## config.mk

```make
export PLATFORM = sky130hd
export DESIGN_NAME = scmp_mem_arb
export DESIGN_NICKNAME = d
export VERILOG_FILES = /design/src/rtl/scmp_mem_arb.sv
export SDC_FILE = /design/constraint.sdc
export NUM_CORES = 1
export LEC_CHECK = 0
export ABC_CLOCK_PERIOD_IN_PS = 1300
export BUFFER_PORTS_ARGS = -buffer_cell sky130_fd_sc_hd__buf_4
export CELL_PAD_IN_SITES_DETAIL_PLACEMENT = 1
export CELL_PAD_IN_SITES_GLOBAL_PLACEMENT = 2
export CORE_MARGIN = 3
export CORE_UTILIZATION = 23
export DETAILED_ROUTE_END_ITERATION = 8
export PLACE_DENSITY_LB_ADDON = 0.15
export SLEW_MARGIN = 25
export SYNTH_ARGS = -nofsm -noshare
export SYNTH_HDL_FRONTEND = slang
export SYNTH_SLANG_ARGS = --single-unit
```

## constraint.sdc

```tcl
create_clock -name clk -period 1.3 [get_ports clk]
set_input_delay 0.26 -clock clk [delete_from_list [all_inputs] [get_ports clk]]
set_output_delay 0.26 -clock clk [all_outputs]
set_load 0.005 [all_outputs]
```

## src/rtl/scmp_mem_arb.sv

```systemverilog
// rtl/scmp_mem_arb.sv - SC/MP program RAM arbiter: CPU/debug round-robin, 3-cycle access sequencer
module scmp_mem_arb #(
    parameter int ADDR_W = 5,
    parameter int DATA_W = 8
) (
    input  logic              clk,
    input  logic              rst,
    input  logic              cpu_req,
    input  logic              cpu_we,
    input  logic [11:0]       cpu_addr,
    input  logic [DATA_W-1:0] cpu_wdata,
    output logic [DATA_W-1:0] cpu_rdata,
    output logic              cpu_ack,
    output logic              cpu_hold,
    input  logic              dbg_req,
    input  logic              dbg_we,
    input  logic [ADDR_W-1:0] dbg_addr,
    input  logic [DATA_W-1:0] dbg_wdata,
    output logic [DATA_W-1:0] dbg_rdata,
    output logic              dbg_ack,
    input  logic              dbg_halt,
    output logic              mem_en,
    output logic              mem_we,
    output logic [ADDR_W-1:0] mem_addr,
    output logic [DATA_W-1:0] mem_wdata,
    input  logic [DATA_W-1:0] mem_rdata,
    output logic              grant_dbg
);

    typedef enum logic [1:0] {IDLE, ACCESS, DONE} state_t;

    state_t state;
    logic   cpu_armed;
    logic   dbg_armed;
    logic   last_dbg;
    logic   cur_we;
    logic   cpu_elig;
    logic   dbg_elig;
    logic   pick_dbg;
    logic   addr_unused;

    // CPU addresses above the RAM window simply mirror.
    assign addr_unused = ^cpu_addr[11:ADDR_W];

    assign cpu_elig = cpu_req & cpu_armed & ~dbg_halt;
    assign dbg_elig = dbg_req & dbg_armed;
    assign pick_dbg = dbg_elig & (~cpu_elig | ~last_dbg);
    assign cpu_hold = (cpu_req & cpu_armed & ~cpu_ack) | dbg_halt;

    always_ff @(posedge clk) begin
        if (rst) begin
            state     <= IDLE;
            mem_en    <= 1'b0;
            mem_we    <= 1'b0;
            mem_addr  <= '0;
            mem_wdata <= '0;
            cpu_ack   <= 1'b0;
            dbg_ack   <= 1'b0;
            cpu_rdata <= '0;
            dbg_rdata <= '0;
            cpu_armed <= 1'b1;
            dbg_armed <= 1'b1;
            last_dbg  <= 1'b1;
            grant_dbg <= 1'b0;
            cur_we    <= 1'b0;
        end else begin
            cpu_ack <= 1'b0;
            dbg_ack <= 1'b0;
            case (state)
                IDLE: begin
                    // A requester must show req=0 before it can be granted again.
                    if (!cpu_req) cpu_armed <= 1'b1;
                    if (!dbg_req) dbg_armed <= 1'b1;
                    if (cpu_elig || dbg_elig) begin
                        state     <= ACCESS;
                        mem_en    <= 1'b1;
                        grant_dbg <= pick_dbg;
                        last_dbg  <= pick_dbg;
                        if (pick_dbg) begin
                            mem_we    <= dbg_we;
                            cur_we    <= dbg_we;
                            mem_addr  <= dbg_addr;
                            mem_wdata <= dbg_wdata;
                        end else begin
                            mem_we    <= cpu_we;
                            cur_we    <= cpu_we;
                            mem_addr  <= cpu_addr[ADDR_W-1:0];
                            mem_wdata <= cpu_wdata;
                        end
                    end
                end
                ACCESS: begin
                    state  <= DONE;
                    mem_en <= 1'b0;
                    mem_we <= 1'b0;
                end
                DONE: begin
                    state <= IDLE;
                    if (grant_dbg) begin
                        dbg_ack   <= 1'b1;
                        dbg_armed <= 1'b0;
                        if (!cur_we) dbg_rdata <= mem_rdata;
                    end else begin
                        cpu_ack   <= 1'b1;
                        cpu_armed <= 1'b0;
                        if (!cur_we) cpu_rdata <= mem_rdata;
                    end
                end
                default: state <= IDLE;
            endcase
        end
    end

endmodule

```

==> summary.txt <==
Floorplanning
  – Initial core utilization: 24.3%
  – Die Ht: 91.7 µm
  – Top Ports: 83
  – Core Box Area: 6940 µm²
  – Die width: 91.7 µm
  – Die area: 8400 µm²
  – Core Rows: 30

Clock tree
  – CTS tree: built
  – Worst skew pair latency: 0.29 ns
  – Cts hold-fix bufs: 0
  – Worst-case clock buffer depth: 2
  – CTS buffer count: 5
  – H-tree level count: 2
  – Clk sinks: 40
  – Reg clk slew, reported paths: 0.08 ns
  – Root buffer cell: clkbuf_8

Power
  – Leak: 1.22 nW
  – Total Power: 3.15 mW
  – Sequential Power Share: 43.2%
  – Power per cell area: 1080 nW/µm²
  – Int Power: 2.32 mW
  – Worst VDD drop: 0.413 mV
  – Clock power frac: 32.3%
  – Logic pwr share: 24.6%
  – Switching power total: 830 µW
  – Fraction of power spent switching nets: 26.3%

STA
  – Setup TNS: -0.345 ns
  – Clock Skew: 0.00762 ns
  – Tcrit/Tclk final: 103%
  – Fmax achieved: 0.747 GHz
  – RSZ-0062 raised after global routing: true
  – Final min period: 1.34 ns
  – # setup viols final: 20
  – Setup ws final: -0.0394 ns
  – Slew Limit Headroom: 82.6%
  – Worst slew pin tran: 0.255 ns
  – Endpoints failing hold: 0
  – Pins Over Slew Limit: 0

Global routing
  – Met2 usage: 17.5%
  – Met3 usage in global routing: 4.27%
  – Total congestion overflow: 0
  – Vias in the first global route: 1541
  – Largest net degree at the start of global routing: 28
  – Initial antenna violation count: 0
  – First-pass GRT wire length: 7.80 mm
  – GRT busiest layer: met2
  – Met1 GRT Util: 15.7%
  – Total global routing track utilization: 11.8%

Final layout
  – Final Util: 42.1%
  – Commonest non-fill, non-tap cell in the layout: buf_4
  – Share of cells above drive strength 1: 61.6%
  – Fillers: 775
  – Commonest non-fill, non-tap cells in the layout: buf_4 (93), dfxtp_1 (35), a21oi_2 (18), nor2_1 (14), nand2_1 (13)
  – Area grow syn2layout: 73.0%
  – Diode count: 0
  – Final Net Count: 318

Run
  – # Max-Cap Violations: 0

Synth
  – Synth Net Count: 217
  – Main synth FF type: dfxtp_1
  – FFs w/ async S/R, synth: 0%
  – Warnings, synthesis: 0
  – Post-synth EDFFs: 0
  – Seq/Total Area, Yosys: 47.4%
  – Synth Instances: 169
  – Mapped cell area: 1690 µm²
  – FF+latch count, synth: 40
  – Yosys cell types: 30
  – Post-Syn Area per Cell: 9.99 µm²

Critical path
  – Worst path bufs/invs: 2
  – R2R setup slack: -0.04 ns
  – WS Path Type: reg -> reg
  – Worst EP arrival: 1.56 ns
  – Delay-heaviest family, CP: compound AO/OA/AOI/OAI gates
  – Crit-path max cell delay: 0.36 ns
  – Slowest CP cell: dfxtp_2
  – Most used cell, CP: buf_12
  – Worst r2r path cells: 6
  – Worst endpoint required time: 1.52 ns
  – Crit-path cells: nand3b_4 -> a211oi_4 -> buf_12 -> buf_12 -> nor2_1 -> a211oi_2
  – Reg2reg end: mem_addr[4]
  – Crit. End Element: flop
  – Critical Path Start Type: flop
  – Worst r2r src: cpu_armed
  – CP Max Fanout: 7

Detailed routing
  – DR WL/cell: 14.1 µm
  – Drt total wl: 5.18 mm
  – DR iter-0 viols: 30
  – Residual DRC: 0
  – Initial DRT Pass Iterations: 4
  – DR vias: 1584
  – Post-DRT Antenna Nets: 0
  – Vias/cell: 4.32

Outcome
  – Status: finished, violations left
  – Failing checks: negative setup slack

Min path
  – Hold WC Path Type: in -> reg
  – WHS Endpoint: dbg_rdata[1]
  – Hold_sp: mem_rdata[1]
  – Hold depth: 3

Placement
  – IO buf count: 75
  – Pre-CTS worst setup slack: -0.136 ns
  – RePlAce Congestion: 0.713
  – Final HPWL DP: 3.52 mm
-- cell type report --
cell class | count | area (µm²) | share of cell area (%)
Clock buffer | 6 | 72.6 | 2.49
Clock inverter | 2 | 35.0 | 1.20
Inverter | 4 | 15.0 | 0.514
Multi-Input combinational cell | 114 | 972 | 33.3
Sequential cell | 40 | 810 | 27.7
Tap cell | 96 | 120 | 4.11
Timing Repair Buffer | 105 | 896 | 30.7
-- state kept, by name, indices dropped and copies added, names as in the netlist --
name       flops
mem_en         1
cpu_armed      1
mem_addr       5
dbg_armed      1
mem_wdata      8
cur_we         1
mem_we         1
dbg_ack        1
cpu_rdata      8
dbg_rdata      8
grant_dbg      1
cpu_ack        1
state          2
last_dbg       1
-- worst max path at each step --
stage               slack (ns)  cells after the start       from      endpoint
detailed placement       -0.14                      6   dbg_halt  mem_wdata[4]
global route             -0.12                      6  cpu_armed  mem_wdata[7]
floorplan                0.007                      5  cpu_armed   mem_addr[0]
finish                   -0.04                      6  cpu_armed   mem_addr[4]
global placement         -0.14                      6   dbg_halt  mem_wdata[7]
CTS                      -0.05                      4  cpu_armed      cpu_hold
-- synth_stat cells (3+ instances only) --
| master | count | share of area (%) |
|---|---|---|
| buf_4 | 3 | 1.3 |
| o21ai_0 | 15 | 4.4 |
| inv_1 | 4 | 0.89 |
| buf_2 | 3 | 0.89 |
| nand2_1 | 22 | 4.9 |
| clkbuf_1 | 3 | 0.67 |
| dfxtp_1 | 40 | 47 |
| a211oi_2 | 3 | 2.2 |
| nor2_1 | 15 | 3.3 |
| a21oi_2 | 9 | 4.7 |
| a21oi_1 | 12 | 3.6 |
| mux2i_1 | 22 | 13 |
-- stage by stage --
| stage | cell area [µm²] | hold slack [ns] | instances |
|---|---|---|---|
| global placement | 2500 | 0.444 | 352 |
| floorplan | 1690 | 0.337 | 169 |
| global route | 2920 | 0.212 | 367 |
| finish | 2920 | 0.209 | 367 |
| CTS | 2650 | 0.200 | 360 |
| detailed placement | 2500 | 0.450 | 352 |
-- cell families after synthesis --
| kind of cell | count (synthesis) | synth area share, % |
|---|---|---|
| DFF | 40 | 47.4 |
| muxes | 22 | 13.0 |
| AOI/OAI and AO/OA | 48 | 20.5 |
| and+or+nand+nor | 44 | 13.3 |
| buffers and inverters | 15 | 5.63 |
-- metal layers --
metal  wire (µm)  share of wire, %
met5           0                 0
met4          66               1.3
met3         370               7.1
met2        2360                46
met1        2380                46
-- power by group through the flow --
| stage | logic [mW] | registers (mW) | clock network [mW] |
|---|---|---|---|
| floorplan | 0.282 | 1.38 | 0 |
| global placement | 0.617 | 1.38 | 0 |
| detailed placement | 0.619 | 1.38 | 0 |
| CTS | 0.644 | 1.35 | 1.06 |
| global route | 0.845 | 1.37 | 1.10 |
| finish | 0.775 | 1.36 | 1.02 |
-- tightest hold or removal path: stages --
cell and delay, ns:
buf_4 0.08, mux2i_1 0.06, nor2_1 0.07
-- what timing repair did --
action / 4_1_cts / 5_1_grt
cloned: 0 / 3
resized for setup: 13 / 48
setup buffers: 0 / 4
endpoints found under the setup margin: 34 / 34
pin swaps: 1 / 22
(Power assumes the default switching activity.)
